`src/rtl/fnd_display_controller_pkg.sv`:
```
// Shared definitions for the FND display controller: segment patterns, converter
// state codes and the small combinational helpers used by the datapath.
package fnd_display_controller_pkg;

  localparam int unsigned BIN_W = 12;
  localparam int unsigned BCD_W = 16;

  typedef enum logic [1:0] {
    ST_IDLE    = 2'd0,
    ST_CONVERT = 2'd1,
    ST_LOAD    = 2'd2
  } conv_state_e;

  // Active-low {dp,g,f,e,d,c,b,a}; dp bit left off (1) in every pattern.
  localparam logic [7:0] SEG_0     = 8'hC0;
  localparam logic [7:0] SEG_1     = 8'hF9;
  localparam logic [7:0] SEG_2     = 8'hA4;
  localparam logic [7:0] SEG_3     = 8'hB0;
  localparam logic [7:0] SEG_4     = 8'h99;
  localparam logic [7:0] SEG_5     = 8'h92;
  localparam logic [7:0] SEG_6     = 8'h82;
  localparam logic [7:0] SEG_7     = 8'hF8;
  localparam logic [7:0] SEG_8     = 8'h80;
  localparam logic [7:0] SEG_9     = 8'h90;
  localparam logic [7:0] SEG_BLANK = 8'hFF;

  localparam logic [3:0] AN_OFF = 4'b1111;

  function automatic logic [7:0] seg_decode(input logic [3:0] nib);
    logic [7:0] seg;
    case (nib)
      4'd0:    seg = SEG_0;
      4'd1:    seg = SEG_1;
      4'd2:    seg = SEG_2;
      4'd3:    seg = SEG_3;
      4'd4:    seg = SEG_4;
      4'd5:    seg = SEG_5;
      4'd6:    seg = SEG_6;
      4'd7:    seg = SEG_7;
      4'd8:    seg = SEG_8;
      4'd9:    seg = SEG_9;
      default: seg = SEG_BLANK;
    endcase
    return seg;
  endfunction

  // Double-dabble correction: every BCD nibble >= 5 gets +3 before the shift.
  function automatic logic [BCD_W-1:0] bcd_add3(input logic [BCD_W-1:0] work);
    logic [BCD_W-1:0] adj;
    adj = work;
    for (int i = 0; i < 4; i++) begin
      if (work[i*4 +: 4] >= 4'd5) begin
        adj[i*4 +: 4] = work[i*4 +: 4] + 4'd3;
      end
    end
    return adj;
  endfunction

endpackage

```
`src/rtl/fnd_display_controller_bcd.sv`:
```
// Serial binary-to-BCD converter (shift-add-3), one input bit per clock.
// done is high for exactly the single LOAD cycle, when bcd holds the result.
module fnd_display_controller_bcd
  import fnd_display_controller_pkg::*;
(
  input  logic             clk,
  input  logic             reset_p,
  input  logic             start,
  input  logic [BIN_W-1:0] bin,
  output logic [BCD_W-1:0] bcd,
  output logic             done
);

  localparam int unsigned CNT_W = $clog2(BIN_W);

  conv_state_e      r_state;
  logic [BIN_W-1:0] r_shift;
  logic [BCD_W-1:0] r_work;
  logic [CNT_W-1:0] r_cnt;
  logic             r_done;

  // Top work bit is shifted out; a 12-bit input never reaches it.
  logic [BCD_W-2:0] w_adj;
  assign w_adj = (BCD_W-1)'(bcd_add3(r_work));

  always_ff @(posedge clk or posedge reset_p) begin
    if (reset_p) begin
      r_state <= ST_IDLE;
      r_shift <= '0;
      r_work  <= '0;
      r_cnt   <= '0;
      r_done  <= 1'b0;
    end else begin
      r_done <= 1'b0;
      case (r_state)
        ST_IDLE: begin
          if (start) begin
            r_shift <= bin;
            r_work  <= '0;
            r_cnt   <= '0;
            r_state <= ST_CONVERT;
          end
        end
        ST_CONVERT: begin
          r_work  <= {w_adj, r_shift[BIN_W-1]};
          r_shift <= {r_shift[BIN_W-2:0], 1'b0};
          r_cnt   <= r_cnt + CNT_W'(1);
          if (r_cnt == CNT_W'(BIN_W - 1)) begin
            r_state <= ST_LOAD;
            r_done  <= 1'b1;
          end
        end
        ST_LOAD: begin
          r_state <= ST_IDLE;
        end
        default: begin
          r_state <= ST_IDLE;
        end
      endcase
    end
  end

  assign bcd  = r_work;
  assign done = r_done;

endmodule

```
`src/rtl/fnd_display_controller.sv`:
```
// 4-digit common-anode FND controller: valid/ready value intake, serial BCD
// conversion, display latch and free-running digit scan with leading-zero blanking.
module fnd_display_controller
  import fnd_display_controller_pkg::*;
#(
  parameter int unsigned SCAN_DIV = 100_000
) (
  input  logic             clk,
  input  logic             reset_p,
  input  logic [BIN_W-1:0] value,
  input  logic             value_valid,
  output logic             ready,
  output logic             busy,
  input  logic             blank_lz,
  input  logic [3:0]       dp_en,
  output logic [7:0]       seg_out,
  output logic [3:0]       an_out
);

  localparam int unsigned PRE_W = (SCAN_DIV > 1) ? $clog2(SCAN_DIV) : 1;

  logic             r_ready;
  logic             r_busy;
  logic [BCD_W-1:0] r_disp;
  logic [PRE_W-1:0] r_pre;
  logic [1:0]       r_idx;
  logic [7:0]       r_seg;
  logic [3:0]       r_an;

  logic             w_start;
  logic [BCD_W-1:0] w_bcd;
  logic             w_done;
  logic [3:0]       w_nib;
  logic [3:0]       w_zero;
  logic             w_blank;
  logic [7:0]       w_seg;

  assign w_start = value_valid & r_ready;

  fnd_display_controller_bcd u_bcd (
    .clk     (clk),
    .reset_p (reset_p),
    .start   (w_start),
    .bin     (value),
    .bcd     (w_bcd),
    .done    (w_done)
  );

  // Handshake and display latch; display only changes on a completed conversion.
  always_ff @(posedge clk or posedge reset_p) begin
    if (reset_p) begin
      r_ready <= 1'b1;
      r_busy  <= 1'b0;
      r_disp  <= '0;
    end else if (w_done) begin
      r_ready <= 1'b1;
      r_busy  <= 1'b0;
      r_disp  <= w_bcd;
    end else if (w_start) begin
      r_ready <= 1'b0;
      r_busy  <= 1'b1;
    end
  end

  // Free-running digit scan, independent of the converter.
  always_ff @(posedge clk or posedge reset_p) begin
    if (reset_p) begin
      r_pre <= '0;
      r_idx <= '0;
    end else if (r_pre == PRE_W'(SCAN_DIV - 1)) begin
      r_pre <= '0;
      r_idx <= r_idx + 2'd1;
    end else begin
      r_pre <= r_pre + PRE_W'(1);
    end
  end

  // Digit k blanks only when it and every higher digit are zero; digit 0 never blanks.
  always_comb begin
    w_nib = r_disp[{r_idx, 2'b00} +: 4];
    for (int k = 0; k < 4; k++) begin
      w_zero[k] = (r_disp[k*4 +: 4] == 4'd0);
    end
    case (r_idx)
      2'd3:    w_blank = blank_lz & w_zero[3];
      2'd2:    w_blank = blank_lz & (&w_zero[3:2]);
      2'd1:    w_blank = blank_lz & (&w_zero[3:1]);
      default: w_blank = 1'b0;
    endcase
    w_seg    = w_blank ? SEG_BLANK : seg_decode(w_nib);
    w_seg[7] = ~dp_en[r_idx];
  end

  always_ff @(posedge clk or posedge reset_p) begin
    if (reset_p) begin
      r_seg <= SEG_BLANK;
      r_an  <= AN_OFF;
    end else begin
      r_seg <= w_seg;
      r_an  <= ~(4'b0001 << r_idx);
    end
  end

  assign ready   = r_ready;
  assign busy    = r_busy;
  assign seg_out = r_seg;
  assign an_out  = r_an;

endmodule

```
`config.mk`:
```
export PLATFORM = sky130hd
export DESIGN_NAME = fnd_display_controller
export DESIGN_NICKNAME = d
export VERILOG_FILES = /design/src/rtl/fnd_display_controller_pkg.sv /design/src/rtl/fnd_display_controller_bcd.sv /design/src/rtl/fnd_display_controller.sv
export SDC_FILE = /design/constraint.sdc
export NUM_CORES = 1
export LEC_CHECK = 0
export CELL_PAD_IN_SITES_DETAIL_PLACEMENT = 1
export CELL_PAD_IN_SITES_GLOBAL_PLACEMENT = 1
export CORE_UTILIZATION = 35
export CTS_CLUSTER_DIAMETER = 100
export DETAILED_ROUTE_END_ITERATION = 8
export GPL_TIMING_DRIVEN = 0
export PLACE_DENSITY_LB_ADDON = 0.1
export SLEW_MARGIN = 10
export SYNTH_ARGS = -nofsm -noshare
export SYNTH_HDL_FRONTEND = slang
export SYNTH_HIERARCHICAL = 1
export SYNTH_SLANG_ARGS = --single-unit
```
`constraint.sdc`:
```
create_clock -name clk -period 5.8 [get_ports clk]
set_input_delay 1.74 -clock clk [delete_from_list [all_inputs] [get_ports clk]]
set_output_delay 1.74 -clock clk [all_outputs]
set_load 0.02 [all_outputs]
```
==> out/metrics.sh <==
SYNTHARSTFLOPSHARE_PCT=100.0
FIRST_PASS_ITERS=6
WORST_SLEW_PIN_SLEW_NS=0.8049
CELL_CLASS_CONTRIBUTING_THE_BIGGEST_SHARE_OF_WORST_PATH_DELAY='buffers and inverters'
MAXIMUM_NUMBER_OF_PINS_ON_ONE_NET_BEFORE_GLOBAL_ROUTE_REPAIR=36
ROUTE.DETAILED.WL_PER_INST_UM=17.10
CTS_TREE='built'
CRITICAL_PATH.ENDPOINT='ready'
DRIVE_ABOVE_1_SHARE_PCT=16.21
VIOLATIONS='DRC'
POWER.STATIC_LEAKAGE_uW=0.002196
CP_CELL_SEQUENCE='clkdlybuf4s50_1'
FINAL_HOLD_VIOL_COUNT=0
PLACED_CELLS=565
FIRST_PASS_GRT_WIRE_LENGTH_UM=17110
INITIAL_ANTENNA_VIOLATION_COUNT=0
TIMING.CRITICAL_PATH.FROM='ready$_DFFE_PP1P_'
LAYOUT_NET_COUNT=472
IO-PIN-COUNT=34
CTS.SINK_COUNT=84
WP_DEPTH=1
DRT-TOTAL-WL_UM=9935
HOLDCRITPATHCLASS='reg -> reg'
CTS_ROOT_BUF='sky130_fd_sc_hd__clkbuf_16'
SYNTH-SEQ-AREA-SHARE_PCT=50.00
DP_SLACK_NS=2.291
PLACEMENT_ROWS=39
REQUIRED_NS=4.06
PORT-BUFFER-COUNT=33
SYNTH_AREA_LEADERS='sky130_fd_sc_hd__dfrtp_1, sky130_fd_sc_hd__dfstp_2, sky130_fd_sc_hd__ha_1'
POWER-PER-CELL-AREA_mW_PER_MM2=234.3
GLOBALROUTEOVERFLOWTOTAL=0
FIN_TNS_SETUP_NS=0
SYNTH_LARGEST_AREA_CELL='sky130_fd_sc_hd__dfrtp_1'
WORST_SETUP_PATH_START_KIND='flip-flop'
CTS_MAX_LEVEL=3
SYNTHESIS.YOSYS.WARNINGS=6
CTS_BUFFERS=9
PLACE.DETAILED.HPWL_UM=7164
POWER_uW=1185
SYNTH.NET_COUNT=427
SYN-MEAN-INSTANCE-AREA_UM2=10.92
YOSYS-TOP-CELLS-COUNT='sky130_fd_sc_hd__dfrtp_1, sky130_fd_sc_hd__inv_1, sky130_fd_sc_hd__o21ai_0, sky130_fd_sc_hd__nand2_1, sky130_fd_sc_hd__a21oi_1'
PATH_MAX_FANOUT=3
INSERTION_DELAY_NS=0.34
DIE_WIDTH_UM=112.0
DIEHEIGHT_UM=112.0
YOSYS.CELL_COUNT.TOP_TYPE='sky130_fd_sc_hd__dfrtp_1'
FINALCLOCKSKEW_NS=0.006080
POST-CTS-SETUP-BUFFERS=0
TIMING.RR.END='seg_out[3]$_DFF_PP1_'
TOTAL_VIA_COUNT_IN_THE_ROUTED_DESIGN=3068
RR_STARTPOINT='r_idx[1]$_DFFE_PP0N_'
ROUTE.DETAILED.DRC=4
IR_WORST_VDD_mV=0.1135
PATH_CLASS='reg -> out'
MAX_CAP_VIOL_COUNT=0
CRITPATHMAXSTAGEDELAY_NS=0.60
SYN2LAYOUT_AREA_GROWTH_PCT=19.40
SETUP.WORST_PATH.END_CLASS='output pin'
CTS-RESIZED-GATES=0
GRT_SETUP_UNREPAIRED='false'
FIRST_GLOBAL_VIAS=3368
FINALSETUPVIOLATIONS=0
DRT-INITIAL-DRC-COUNT=137
DRT-VIAS-PER-INSTANCE=5.281
FINALNONFILLERCELLS=581
SYNTH.LIB_CELLS_USED.DISTINCT=51
CPMAXSTAGEDELAYCELL='sky130_fd_sc_hd__clkdlybuf4s50_1'
POST_SYNTH_INST_COUNT=388
R2R_CELLS=7
SETUP_SLACK_NS=2.580
CTSLONGESTPATHBUFFERS=2
FINALCRITPERIODSHARE_PCT=55.52
CTS_HOLD_REPAIR.BUFFERS=0
CRITICAL_PATH_ARRIVAL_NS=1.48
FINAL_CORE_UTIL_PCT=43.56
YS_FF_LATCH=84
MINIMUM_SETUP_SLACK_AMONG_REG_TO_REG_PATHS_NS=3.72
START_UTIL_PCT=36.48
DRTANTENNAVIOLNETS=0
SYNTHFLOPTYPE='sky130_fd_sc_hd__dfrtp_1'
PLACE.GP.CONGESTION=0.7463
CLK_PIN_SLEW_NS=0.06
CORE_AREA_MM2=0.01161
RUN_STATUS='finished, violations left'
SYNTH_EDF_COUNT=0
CP.BUFFERS_INVERTERS=1
MAXCLOCKFREQUENCY_MHz=310.5
DESIGN.DIE.AREA_MM2=0.01255
NUM_ANTENNA_CELLS=0
MAXSLEWHEADROOM_PCT=46.26
SLEW_VIOLATIONS=0
FIN_CRIT_NS=3.220
SYNTH_AREA_MM2=0.004237
YOSYS.AREA.TOP_TYPE_SHARE_PCT=41.94
GROUTE.USAGE.OVERALL_PCT=17.50
## registers in the layout, summed over array words and instances, names as in the netlist, 2 cells and up
signal         cells
u_bcd/r_shift     12
u_bcd/r_state      2
u_bcd/r_cnt        4
an_out             4
r_disp            16
u_bcd/bcd         16
r_pre             17
seg_out            8
r_idx              2
## logic make-up after synthesis
logic type | after synthesis | share of synthesized area, %
XOR/XNOR | 18 | 3.721
multiplexers | 25 | 7.915
AND/OR/NAND/NOR | 100 | 12.79
AO/OA/AOI/OAI | 94 | 14.74
flip-flops | 84 | 50.00
buffers and inverters | 48 | 5.227
adder cells (fa/ha/maj) | 19 | 5.611
## worst min-delay path: stages, from the launching register on
cell and delay (ns):
sky130_fd_sc_hd__dfrtp_1 0.34, sky130_fd_sc_hd__nand2_1 0.05, sky130_fd_sc_hd__o21ai_0 0.06
## cells in the final DEF (no fill, tap or decap), types with 5 or more instances in the layout
| cell | instances |
|---|---|
| sky130_fd_sc_hd__a21oi_1 | 20 |
| sky130_fd_sc_hd__a22oi_1 | 9 |
| sky130_fd_sc_hd__buf_2 | 5 |
| sky130_fd_sc_hd__clkbuf_16 | 9 |
| sky130_fd_sc_hd__clkdlybuf4s50_1 | 33 |
| sky130_fd_sc_hd__dfrtp_1 | 71 |
| sky130_fd_sc_hd__dfstp_2 | 13 |
| sky130_fd_sc_hd__ha_1 | 19 |
| sky130_fd_sc_hd__inv_1 | 29 |
| sky130_fd_sc_hd__mux2_2 | 18 |
| sky130_fd_sc_hd__mux4_2 | 5 |
| sky130_fd_sc_hd__nand2_1 | 25 |
| sky130_fd_sc_hd__nand2b_1 | 6 |
| sky130_fd_sc_hd__nand3_1 | 8 |
| sky130_fd_sc_hd__nor2_1 | 19 |
| sky130_fd_sc_hd__nor2b_1 | 16 |
| sky130_fd_sc_hd__o2111ai_1 | 8 |
| sky130_fd_sc_hd__o21ai_0 | 28 |
| sky130_fd_sc_hd__xnor2_1 | 11 |
| sky130_fd_sc_hd__xor2_1 | 7 |
## cell type report
cell class | instances | area, um^2
fill | 1280 | 6555
sequential | 84 | 2118
multi-input combinational | 256 | 1897
timing repair buffer | 34 | 350.3
clock buffer | 9 | 225.2
tap | 143 | 178.9
inverter | 31 | 116.4
buffer | 17 | 105.1
clock inverter | 7 | 67.56
## power breakdown
part           total, uW  internal (uW)  switching, uW  leakage (uW)
registers            587            587         0.0937      0.000987
logic               28.9           13.8           15.1       0.00107
clock network        569            331            238      0.000137
## routing by layer
metal  vias to the layer above  track usage (%)  routed length, um
li1                       1459                -                  -
met1                      1567            23.59               4852
met2                        33            28.49               4732
met3                         9            2.916                222
met4                         0            6.400                127
met5                         -                0                  0
## how the worst min path moves through the flow
stage | start | to | slack, ns | depth (start not counted)
floorplan | r_pre[0]$_DFF_PP0_ | r_pre[0]$_DFF_PP0_ | 0.45 | 1
global placement | u_bcd/r_shift[9]$_DFFE_PP0P_ | u_bcd/r_shift[9]$_DFFE_PP0P_ | 0.47 | 2
detailed placement | u_bcd/r_shift[9]$_DFFE_PP0P_ | u_bcd/r_shift[9]$_DFFE_PP0P_ | 0.47 | 2
CTS | u_bcd/r_shift[10]$_DFFE_PP0P_ | u_bcd/r_shift[10]$_DFFE_PP0P_ | 0.49 | 2
global route | r_pre[0]$_DFF_PP0_ | r_pre[0]$_DFF_PP0_ | 0.52 | 1
finish | u_bcd/r_shift[10]$_DFFE_PP0P_ | u_bcd/r_shift[10]$_DFFE_PP0P_ | 0.48 | 2
## metrics by stage
step	cell area, um^2	hold slack (ns)
2_1_floorplan	4237	0.4501
3_3_place_gp	4746	0.4657
3_5_place_dp	4766	0.4732
4_1_cts	5059	0.4883
5_1_grt	5059	0.5228
6_report	5059	0.4808
Power figures use the tool's default switching activity.
